## src/rtl/packet_drop_gate.sv

```systemverilog
// packet_drop_gate: records a keep/drop verdict per input packet and applies it
// to the same packet on the FIFO-delayed stream, suppressing dropped packets.
//
// Ports:
//   sys_clk, reset_n      clock, async active-low reset
//   in                    undelayed stream (valid/sop/eop delimit packets)
//   start, valid, found   IPv4 start (informational), IP-ID valid, repeat hit
//   fifo_out              FIFO-delayed copy of in
//   out, drop             gated stream and per-word drop flag (1-cycle latency)
//   drop_count/pass_count saturating packet counters
//   q_overflow/q_underrun sticky verdict-queue error flags

package pdg_pkg;
    typedef struct packed {
        logic        valid;
        logic        sop;
        logic        eop;
        logic [31:0] data;
    } avln_st;
endpackage

module packet_drop_gate
    import pdg_pkg::*;
#(
    parameter int QDEPTH   = 16,
    parameter int CTR_SIZE = 32
) (
    input  logic                sys_clk,
    input  logic                reset_n,
    input  avln_st              in,
    input  logic                start,
    input  logic                valid,
    input  logic                found,
    input  avln_st              fifo_out,
    output avln_st              out,
    output logic                drop,
    output logic [CTR_SIZE-1:0] drop_count,
    output logic [CTR_SIZE-1:0] pass_count,
    output logic                q_overflow,
    output logic                q_underrun
);

    localparam int AW = $clog2(QDEPTH);
    localparam int CW = AW + 1;

    typedef enum logic [1:0] {IDLE, PASS, DROP} gate_t;

    gate_t               state_q, state_d;
    logic                v_q, v_d;
    logic                in_pkt_q, in_pkt_d;
    logic [QDEPTH-1:0]   mem_q, mem_d;
    logic [AW-1:0]       wp_q, wp_d, rp_q, rp_d;
    logic [CW-1:0]       cnt_q, cnt_d;
    avln_st              out_q, out_d;
    logic                drop_q, drop_d;
    logic [CTR_SIZE-1:0] dcnt_q, dcnt_d, pcnt_q, pcnt_d;
    logic                ovf_q, ovf_d, unr_q, unr_d;

    // start and the payload are not needed to form the verdict
    logic sig_unused;
    assign sig_unused = start ^ (^in.data);

    logic in_sop, in_eop, pkt_eff, v_eff, hit;
    logic push_a, push_b, first_bit;
    logic fo_sop, q_empty, pop, verdict;
    int   n_push, space, accepted;

    always_comb begin
        // input side: a sop in this word opens the packet immediately,
        // so a one-word packet can be judged and pushed in one cycle
        in_sop  = in.valid & in.sop;
        in_eop  = in.valid & in.eop;
        pkt_eff = in_pkt_q | in_sop;
        v_eff   = in_sop ? 1'b0 : v_q;
        hit     = valid & found & pkt_eff;
        // push_a closes a packet that lost its eop; push_b is the normal push
        push_a  = in_sop & in_pkt_q;
        push_b  = in_eop & pkt_eff;
        v_d      = v_eff | hit;
        in_pkt_d = pkt_eff & ~in_eop;

        fo_sop  = fifo_out.valid & fifo_out.sop;
        q_empty = (cnt_q == '0);
        pop     = fo_sop & ~q_empty;
        verdict = pop & mem_q[rp_q];

        // a slot freed by this cycle's pop is available to this cycle's push
        n_push   = int'(push_a) + int'(push_b);
        space    = QDEPTH - int'(cnt_q) + int'(pop);
        accepted = (n_push > space) ? space : n_push;
        first_bit = push_a ? v_q : (v_eff | hit);

        mem_d = mem_q;
        if (accepted >= 1) mem_d[wp_q] = first_bit;
        if (accepted == 2) mem_d[AW'(wp_q + AW'(1))] = v_eff | hit;
        wp_d  = wp_q + AW'(accepted);
        rp_d  = rp_q + AW'(pop);
        cnt_d = cnt_q + CW'(accepted) - CW'(pop);
        ovf_d = ovf_q | (n_push > space);

        // output side
        out_d   = fifo_out;
        drop_d  = 1'b0;
        state_d = state_q;
        dcnt_d  = dcnt_q;
        pcnt_d  = pcnt_q;
        unr_d   = unr_q;
        if (fifo_out.valid) begin
            if (fifo_out.sop) begin
                // empty queue fails open: the packet is forwarded
                if (q_empty) unr_d = 1'b1;
                out_d.valid = ~verdict;
                drop_d      = verdict;
                if (verdict) begin
                    if (dcnt_q != '1) dcnt_d = dcnt_q + CTR_SIZE'(1);
                end else begin
                    if (pcnt_q != '1) pcnt_d = pcnt_q + CTR_SIZE'(1);
                end
                if (fifo_out.eop) state_d = IDLE;
                else              state_d = verdict ? DROP : PASS;
            end else begin
                unique case (state_q)
                    PASS: begin
                        if (fifo_out.eop) state_d = IDLE;
                    end
                    DROP: begin
                        out_d.valid = 1'b0;
                        drop_d      = 1'b1;
                        if (fifo_out.eop) state_d = IDLE;
                    end
                    default: out_d.valid = 1'b0;
                endcase
            end
        end
    end

    always_ff @(posedge sys_clk or negedge reset_n) begin
        if (!reset_n) begin
            state_q  <= IDLE;
            v_q      <= 1'b0;
            in_pkt_q <= 1'b0;
            mem_q    <= '0;
            wp_q     <= '0;
            rp_q     <= '0;
            cnt_q    <= '0;
            out_q    <= '0;
            drop_q   <= 1'b0;
            dcnt_q   <= '0;
            pcnt_q   <= '0;
            ovf_q    <= 1'b0;
            unr_q    <= 1'b0;
        end else begin
            state_q  <= state_d;
            v_q      <= v_d;
            in_pkt_q <= in_pkt_d;
            mem_q    <= mem_d;
            wp_q     <= wp_d;
            rp_q     <= rp_d;
            cnt_q    <= cnt_d;
            out_q    <= out_d;
            drop_q   <= drop_d;
            dcnt_q   <= dcnt_d;
            pcnt_q   <= pcnt_d;
            ovf_q    <= ovf_d;
            unr_q    <= unr_d;
        end
    end

    assign out        = out_q;
    assign drop       = drop_q;
    assign drop_count = dcnt_q;
    assign pass_count = pcnt_q;
    assign q_overflow = ovf_q;
    assign q_underrun = unr_q;

endmodule

```

## config.mk

```make
export PLATFORM = sky130hd
export DESIGN_NAME = packet_drop_gate
export DESIGN_NICKNAME = d
export VERILOG_FILES = /design/src/rtl/packet_drop_gate.sv
export SDC_FILE = /design/constraint.sdc
export NUM_CORES = 1
export LEC_CHECK = 0
export ABC_AREA = 1
export CELL_PAD_IN_SITES_DETAIL_PLACEMENT = 0
export CELL_PAD_IN_SITES_GLOBAL_PLACEMENT = 1
export CORE_MARGIN = 4
export CORE_UTILIZATION = 37
export CTS_CLUSTER_DIAMETER = 30
export CTS_CLUSTER_SIZE = 40
export DETAILED_ROUTE_END_ITERATION = 10
export GPL_TIMING_DRIVEN = 0
export HOLD_SLACK_MARGIN = 0.12
export PLACE_DENSITY_LB_ADDON = 0.1
export SLEW_MARGIN = 15
export SYNTH_ARGS = -nofsm -noshare
export SYNTH_HDL_FRONTEND = slang
export SYNTH_SLANG_ARGS = --single-unit
export TNS_END_PERCENT = 1
```

## constraint.sdc

```tcl
create_clock -name sys_clk -period 5.2 [get_ports sys_clk]
set_clock_uncertainty 0.05 [all_clocks]
set_input_delay 0.52 -clock sys_clk [delete_from_list [all_inputs] [get_ports sys_clk]]
set_output_delay 0.52 -clock sys_clk [all_outputs]
set_load 0.01 [all_outputs]
```

======== Word level (Yosys, flattened, before mapping) ========
Index checks and enable logic that the tools add are counted.
word-level totals
  latch bits .............................. 0
  memories ................................ 0
  output and inout bits ................... 102
  word-level logic and storage cells ...... 88
  bits in writable memories ............... 0
  bits in registers ....................... 135
  input bits .............................. 75
  ROM bits ................................ 0
operators by class
  multiply operators ...................... 0
  magnitude comparators ................... 7
  div/mod/pow operators ................... 0
  reductions and logical operators ........ 10
  muxes and demuxes ....................... 24
  equality and inequality tests ........... 5
  bitwise logic cells ..................... 16
  add/subtract/negate cells ............... 10
  shifts and indexed selects .............. 0
operators with widths
  operator                                                             count
  adder 32 x 1 -> 32 bit (second input constant)                       2
  inequality test 32 bit (second input constant)                       2
  bitwise mux 16 bit                                                   2
  == test 32 x 3 -> 1 bit (second input constant)                      1
  greater-or-equal comparator 32 x 2 -> 1 bit (second input constant)  1
  two-way mux 16 bit                                                   2
  two-way mux 32 bit                                                   1
  < comparator 4 x 5 -> 1 bit (second input constant)                  3
  two-way mux 1 bit                                                    11
  bitwise AND 1 bit                                                    10
  two-way mux 2 bit                                                    5
  demux 1 bit (select 4 bit)                                           2
  greater-or-equal comparator 4 x 1 -> 1 bit (second input constant)   2
  AND reduction 4 bit                                                  2
  adder 6 x 2 -> 7 bit                                                 1
  greater-than comparator 3 x 7 -> 1 bit                               1
  AND reduction 3 bit                                                  2
  subtractor 5 x 5 -> 6 bit (first input constant)                     1
  adder 5 bit                                                          1
  zero test 5 bit                                                      1
  subtractor 5 x 1 -> 5 bit                                            1
  adder 4 x 1 -> 4 bit                                                 1
  adder 4 x 1 -> 4 bit (second input constant)                         1
  adder 4 bit                                                          1
  9 further kinds                                                      15

======== Logic depth before layout (Yosys ltp) ========
Gate-level depths: netlist of run 1.
  word-level depth ........................ 10
  depth in mapped cells ................... 28
  gate-level depth less buffers ........... 27

======== Least setup slack after synthesis of run 1 ========
Ideal clock, no wire load.
  kind .................................... register to register
  start ................................... register cnt_q[0]
  end ..................................... register cnt_q[4]
  path buffers ............................ 1
  clock period less this slack ............ 3.983 ns
  library setup time ...................... 0.127 ns
  data required time ...................... 5.023 ns
  data arrival time ....................... 3.807 ns
  stages on the path, launching flop included .. 25
  setup slack ............................. 1.217 ns
  cells stage by stage .................... dfrtp_1 > inv_1 > ha_1 > nand2_2 > nor2_1 > ha_1 > nor2_1 > ha_1 > ha_1 > inv_1 > ha_1 > a21oi_1 > nor2_1 > nand3_1 > nand2_2 > nand3_2 > nand2_4 > buf_4 > ha_1 > inv_1 > ha_1 > inv_1 > fa_1 > o21ai_0 > xnor2_1
on the way
  cells in the longest elaborated chain, start to end .. 8
  elaborated cells on any way between the ends .. 9
  those cells by class .................... add/sub: 4; order compare: 1; mux: 1; bitwise: 2; reduce/logical: 1
RTL lines
  what                                                                          line  source
  start: declaration                                                            53    logic [CW-1:0] cnt_q, cnt_d;
  start signal: assignment                                                      159   cnt_q <= cnt_d;
  parallel branches: the longest is 7 deep, another holds adder 6 x 2 -> 7 bit  n/a
  subtractor 5 x 1 -> 5 bit (*)                                                 98    cnt_d = cnt_q + CW'(accepted) - CW'(pop);
  net cnt_d[4]                                                                  53
Mark *: on every way through the listed nets, which the timed path passes.
A chain may end at the register's enable or synchronous reset.

======== Final worst setup path of run 1 ========
Ends and elaborated chain as after synthesis.

==> metrics.yaml, run 1 <==
worst_setup_path:
  crit_path_frequent_cell: "ha_1"
  cp.arrival_ps: 4830
  cp_max_fo: 10
  critPathCaptureType: "register"
  cpMaxStageDelayCell: "fa_1"
  worstSetupPathType: "reg -> reg"
  path_delay_family: "adder cells"
  startpoint_type: "register"
  worst_ep_required_time_ps: 5450
  crit_buf_inv: 5
  r2r_slack_ps: 620
  slowest_delay_ps: 400
yosys:
  seq_area_frac_synth: 0.4653
  synth.avg_cell_area_um2: 8.355
  synth_edf_count: 0
  synth_area_mm2: 0.007261
  yosys_register_bits: 135
  synthesis.instances: 869
  synth-async-reset-ratio: 1.000
  yosys_warnings: 0
  yosysUniqueCellTypes: 39
  syn-num-nets: 970
  synth_flop_cell: "dfrtp_1"
cts:
  worst_skew_pair.late_latency_ps: 430
  numClockSinks: 135
  numCtsBuffers: 17
  clk_pin_slew_worst_paths_ps: 60
  cts_tree: "done"
  cts_root_buffer: "clkbuf_16"
  cts_setup_buffers: 0
  cts-resized-gates: 0
  clk_path_buf_depth: 2
  htreeDepth: 4
power:
  switching_share: 0.4077
  p_per_area_mw_per_mm2: 488.1
  switching_power_w: 0.001917
  internal-power_w: 0.002784
  power_leakage_nw: 4.428
  pwr-share-comb: 0.436
  vdd_drop_max_mv: 0.2553
  p_clk_frac: 0.252
  pwr-share-seq: 0.312
global_route:
  grt_pass1_vias: 6121
  grt_overflow_total: 0
  antenna_found_initial: 1
  grt_use_total: 0.1802
  grt_max_degree: 75
  grt_pass1_wl_um: 31610
sta:
  holdWs_ps: 410.0
  finalMaxSlewViolations: 0
  grt_setup_unrepaired: "no"
  finalSetupTns_ps: 0
  hold_viol: 0
  min_period_ps: 4582
  relSlewSlack: 0.5772
  setup_viol: 0
  post-route-period-util: 0.8811
  fmax_ghz: 0.2183
  worstMarginPinSlew_ps: 634.2
cells_and_area:
  antennaDiodeCount: 0
  regArea_mm2: 0.003378
  multi_input_area_mm2: 0.003374
  fillers: 1845
  nNetsFinal: 1134
  final_util: 0.5064
  drive_gt1_frac: 0.07457
  areaGrowthSynthToFinish_pct: 32.64
floorplan:
  fp-row-count: 50
  die_w_um: 148.1
  pin_count: 177
  die_h_um: 148.1
  core_mm2: 0.01902
  die_area_mm2: 0.02193
  initial_core_util: 0.3818
flow_run:
  cap_viol_max_count: 0
routing:
  drt.antenna.violating_nets: 0
  wl_per_cell_um: 14.66
  drt_iter0_markers: 331
  vias: 6136
  via_per_inst: 4.698
  drt-total-wl_um: 19150
  drt_first_pass_iters: 5
  post-route-drc-count: 0
hold_path:
  min_path_type: "reg -> reg"
outcome:
  outcome: "complete, no violations"
placed_design:
  globalplace.congestion: 0.8184
  port_buffers: 143
  dpl.hpwl_um: 14400
-- cells in the mapped netlist, types with 3 or more instances --
master    number  share of area
ha_1          24          0.041
nand4_1       32          0.028
inv_2          3         0.0016
xnor2_1       18          0.022
nand2_1      175          0.090
clkbuf_1       6         0.0031
nand3_2        4         0.0055
a21oi_1       27          0.019
nand3_1       38          0.026
nor3_1        38          0.026
o211ai_1       5         0.0052
xor2_1        52          0.063
nor3_2         3         0.0041
o21ai_0       23          0.016
dfrtp_1      135           0.47
buf_6          4         0.0062
nand2_4        5         0.0078
inv_1        105          0.054
nor4_1        13          0.011
buf_2          4         0.0028
nor2_1       120          0.062
o21ai_1        3         0.0021
nand2_2       10         0.0086
-- layer usage --
metal  part of all wire  wire length, µm  GRT usage
met3              0.065             1252    0.05972
met5            0.00068               13          0
met1               0.47             9009     0.2433
met2               0.45             8678     0.2820
met4              0.010              193    0.04434
-- placed cells by master (no fill, tap or decap), drive strengths merged, types with 2 or more instances in the layout --
master           n
a21oi           27
buf             12
clkbuf          23
clkdlybuf4s50  142
clkinv           5
clkinvlp         3
dfrtp          135
fa               2
ha              24
inv            114
nand2          190
nand3           43
nand3b           2
nand4           32
nor2           124
nor3            41
nor4            14
o211ai           5
o21ai           26
o22ai            3
xnor2           18
xor2            52
-- worst reg2reg max path: cells and delay by family (launching register included) --
family	cells	cell delay (ps)
flip-flops	1	390
AND/OR/NAND/NOR	9	1070
XOR/XNOR	1	100
adder cells (fa/ha/maj)	8	1990
buffers and inverters	5	480
AO/OA/AOI/OAI	2	370
-- final cells by class --
cell class	count	area share
tap	260	0.03378
buffer	16	0.01065
sequential	135	0.3508
multi-input combinational	610	0.3504
clock buffer	17	0.04417
inverter	108	0.04209
timing repair buffer	145	0.1530
clock inverter	15	0.01507
-- final timing paths --
kind | startpoint | endpoint | cells after the start
max in group asynchronous | reset_n | pass_count[18] | 3
min in group asynchronous | reset_n | out[22] | 2
max | cnt_q[0] | cnt_q[4] | 25
min | q_underrun | q_underrun | 1
max reg2reg | cnt_q[0] | cnt_q[4] | 25
min reg2reg | q_underrun | q_underrun | 1
-- stage by stage --
step                      area [µm²]  setup slack, ps  instances  power, W
after global placement          9017            -2204       1272  0.003542
final                           9630            618.3       1306  0.004701
after global routing            9630            218.4       1306  0.005080
after detailed placement        9050            420.6       1273  0.003549
after CTS                       9630            526.6       1306  0.004765
after floorplan                 7261             1217        869  0.002884
-- flip-flops by register name, summed over array words and instances, names as in the netlist, 2 cells and up --
signal      flops
drop_count     32
state_q         2
rp_q            4
wp_q            4
cnt_q           5
out            35
mem_q          16
pass_count     32
-- power groups by stage --
| stage | combinational, W | sequential [W] | clock, W |
|---|---|---|---|
| final | 0.00205 | 0.00147 | 0.00118 |
| after global routing | 0.00232 | 0.00150 | 0.00126 |
| after CTS | 0.00208 | 0.00147 | 0.00122 |
| after detailed placement | 0.00207 | 0.00148 | 0 |
| after global placement | 0.00206 | 0.00148 | 0 |
| after floorplan | 0.00140 | 0.00149 | 0 |
-- logic make-up after synthesis --
logic type	Yosys count	synth area share
and+or+nand+nor	450	0.2847
buffers and inverters	124	0.06996
adders and majority gates	26	0.04687
DFF	135	0.4653
AOI/OAI and AO/OA	64	0.04877
xor gates and xnor gates	70	0.08444
-- repair_timing --
| item | 4_1_cts | 5_1_grt |
|---|---|---|
| setup endpoints to repair | 0 | 0 |
| hold endpoints to repair | 61 | 0 |
| hold buffers | 1 | 0 |
Note: power is estimated with default switching activity, not from simulation.
==> run 2, diff against run 1 <==
--- a/config.mk
+++ b/config.mk
@@ -20,4 +20,4 @@
 export SYNTH_ARGS = -nofsm -noshare
 export SYNTH_HDL_FRONTEND = slang
 export SYNTH_SLANG_ARGS = --single-unit
-export TNS_END_PERCENT = 1
+export TNS_END_PERCENT = 30
==> results of run 2 <==
Same layout as run 1: the final DEF is identical, and so are final timing and power.
==> run 3, diff against run 2 <==
--- a/config.mk
+++ b/config.mk
@@ -9,10 +9,11 @@
 export CELL_PAD_IN_SITES_DETAIL_PLACEMENT = 0
 export CELL_PAD_IN_SITES_GLOBAL_PLACEMENT = 1
 export CORE_MARGIN = 4
-export CORE_UTILIZATION = 37
+export CORE_UTILIZATION = 44
 export CTS_CLUSTER_DIAMETER = 30
 export CTS_CLUSTER_SIZE = 40
 export DETAILED_ROUTE_END_ITERATION = 10
+export DONT_BUFFER_PORTS = 1
 export GPL_TIMING_DRIVEN = 0
 export HOLD_SLACK_MARGIN = 0.12
 export PLACE_DENSITY_LB_ADDON = 0.1
==> run 3 against run 2 <==
Sequential share of layout area rose by 4.7 points. First-iteration DRC count fell by 0.60%. Cell area fell by 12%. Core utilization rose by 2.5 points. Global-route usage rose by 3.1 points. Sequential power rose by 4%. Via count fell by 3.2%. Cell count fell by 12%. Fmax fell by 1.0%. Largest power group unchanged. Count of clock-buffer cells in the layout rose by 1. Register-to-register slack got worse by 50 ps.
==> metrics.yaml, run 3 (synthesis gave the netlist of run 1 again) <==
outcome:
  outcome: "complete, no violations"  # unchanged
worst_setup_path:
  crit_buf_inv: 5  # unchanged
  startpoint_type: "register"  # unchanged
  cp_max_fo: 10  # unchanged
  worst_ep_required_time_ps: 5500  # was 5450 ps
  cp.arrival_ps: 4920  # was 4830 ps
  path_delay_family: "adder cells"  # unchanged
  worstSetupPathType: "reg -> reg"  # unchanged
  critPathCaptureType: "register"  # unchanged
  crit_path_frequent_cell: "ha_1"  # unchanged
  cpMaxStageDelayCell: "fa_1"  # unchanged
  slowest_delay_ps: 410  # was 400 ps
cells_and_area:
  antennaDiodeCount: 0  # unchanged
  fillers: 1595  # was 1845
  layout_common_cells: "nand2_1 (175), dfrtp_1 (135), nor2_1 (120)"  # was nand2_1 (175), clkdlybuf4s50_1 (142), dfrtp_1 (135)
  areaGrowthSynthToFinish_pct: 17.11  # was 32.64%
  fin_area_mm2: 0.008503  # was 0.009630 mm²
  largest_reg_flops: 35  # unchanged
  drive_gt1_frac: 0.08111  # was 0.07457
  final_common_cell: "nand2_1"  # unchanged
  nNetsFinal: 1025  # was 1134
floorplan:
  die_h_um: 136.5  # was 148.1 µm
  initial_core_util: 0.4538  # was 0.3818
  pin_count: 177  # unchanged
  die_w_um: 136.5  # was 148.1 µm
  die_area_mm2: 0.01862  # was 0.02193 mm²
  core_mm2: 0.01600  # was 0.01902 mm²
  fp-row-count: 46  # was 50
sta:
  relSlewSlack: 0.5343  # was 0.5772
  holdWs_ps: 147.9  # was 410.0 ps
  finalSetupTns_ps: 0  # unchanged
  worstMarginPinSlew_ps: 698.6  # was 634.2 ps
  grt_setup_unrepaired: "no"  # unchanged
  finalMaxSlewViolations: 0  # unchanged
  setup_viol: 0  # unchanged
  post-route-period-util: 0.8901  # was 0.8811
  min_period_ps: 4629  # was 4582 ps
  fmax_ghz: 0.2161  # was 0.2183 GHz
  hold_viol: 0  # unchanged
power:
  power_leakage_nw: 4.052  # was 4.428 nW
  vdd_drop_max_mv: 0.2641  # was 0.2553 mV
  p_per_area_mw_per_mm2: 537.2  # was 488.1 mW/mm²
global_route:
  grt_pass1_wl_um: 30840  # was 31610 µm
  grt_overflow_total: 0  # unchanged
  grt_pass1_vias: 6102  # was 6121
  grt_max_degree: 136  # was 75
  gr-usage-met3: 0.06662  # was 0.05972
  grt_use_met1: 0.2647  # was 0.2433
  groute.layer.met2.usage: 0.3436  # was 0.2820
  grt_use_total: 0.2110  # was 0.1802
  antenna_found_initial: 0  # was 1
  grt-busiest-layer: "met2"  # unchanged
placed_design:
  dpl.hpwl_um: 13470  # was 14400 µm
  place_area_mm2: 0.007531  # was 0.009050 mm²
  globalplace.congestion: 0.9075  # was 0.8184
  port_buffers: 0  # was 143
routing:
  vias: 5938  # was 6136
  post-route-drc-count: 0  # unchanged
  drt-total-wl_um: 18340  # was 19150 µm
  drt_iter0_markers: 329  # was 331
  via_per_inst: 5.150  # was 4.698
  drt_first_pass_iters: 4  # was 5
  wl_per_cell_um: 15.91  # was 14.66 µm
  drt.antenna.violating_nets: 0  # unchanged
cts:
  numClockSinks: 135  # unchanged
  cts_tree: "done"  # unchanged
  htreeDepth: 4  # unchanged
  cts_setup_buffers: 0  # unchanged
  clk_path_buf_depth: 2  # unchanged
  cts_root_buffer: "clkbuf_16"  # unchanged
  clk_pin_slew_worst_paths_ps: 60  # about the same
  numCtsBuffers: 17  # unchanged
  worst_skew_pair.late_latency_ps: 430  # about the same
flow_run:
  cap_viol_max_count: 0  # unchanged
hold_path:
  min_path_type: "in -> reg"  # was reg -> reg
[run 3: power by group]
part | switching (W) | internal, W | total, W
logic | 0.00115 | 0.000672 | 0.00182
registers | 0.000247 | 0.00129 | 0.00153
clock network | 0.000498 | 0.000718 | 0.00122
total | 0.00189 | 0.00268 | 0.00457
[run 3: layout make-up]
class                   instances  area (µm²)  area share
flip-flops and latches        135        3378      0.3973
clock buffers                  18       429.2     0.05047
clock inverters                14       165.2     0.01942
multi-input cells             610        3374      0.3969
inverters                     108       405.4     0.04768
plain buffers                  16       102.6     0.01207
well taps                     216       270.3     0.03178
repair buffers                 36       377.9     0.04444
[run 3: timing repair]
item	in CTS	in global routing
hold endpoints to repair	169	0
gates resized for setup	0	0
setup endpoints to repair	0	0
hold buffers	36	0
[run 3: stage by stage]
stage | setup WS (ps) | std cells | total power [W] | utilization
4_1_cts | 536.6 | 1153 | 0.004621 | 0.5314
3_5_place_dp | 549.9 | 1085 | 0.003329 | 0.4707
6_report | 571.5 | 1153 | 0.004568 | 0.5314
2_1_floorplan | 1217 | 869 | 0.002884 | -
3_3_place_gp | 611.7 | 1085 | 0.003266 | 0.4707
5_1_grt | 180.7 | 1153 | 0.004954 | 0.5314
[run 3: final timing paths]
path	startpoint	to	slack, ps	cells after the start
worst min register to register	rp_q[1]	rp_q[1]	460	1
worst max-delay path	cnt_q[0]	cnt_q[4]	570	25
worst max register to register	cnt_q[0]	cnt_q[4]	570	25
worst min-delay path	fifo_out[32]	state_q[1]	150	1
max in group asynchronous	reset_n	pass_count[6]	3870	2
min in group asynchronous	reset_n	q_overflow	650	2
[run 3: per-layer routing]
metal	wire, µm	vias to the layer above
li1	-	2915
met1	7890	2828
met2	8875	162
met3	1212	33
met4	363	0
met5	0	-
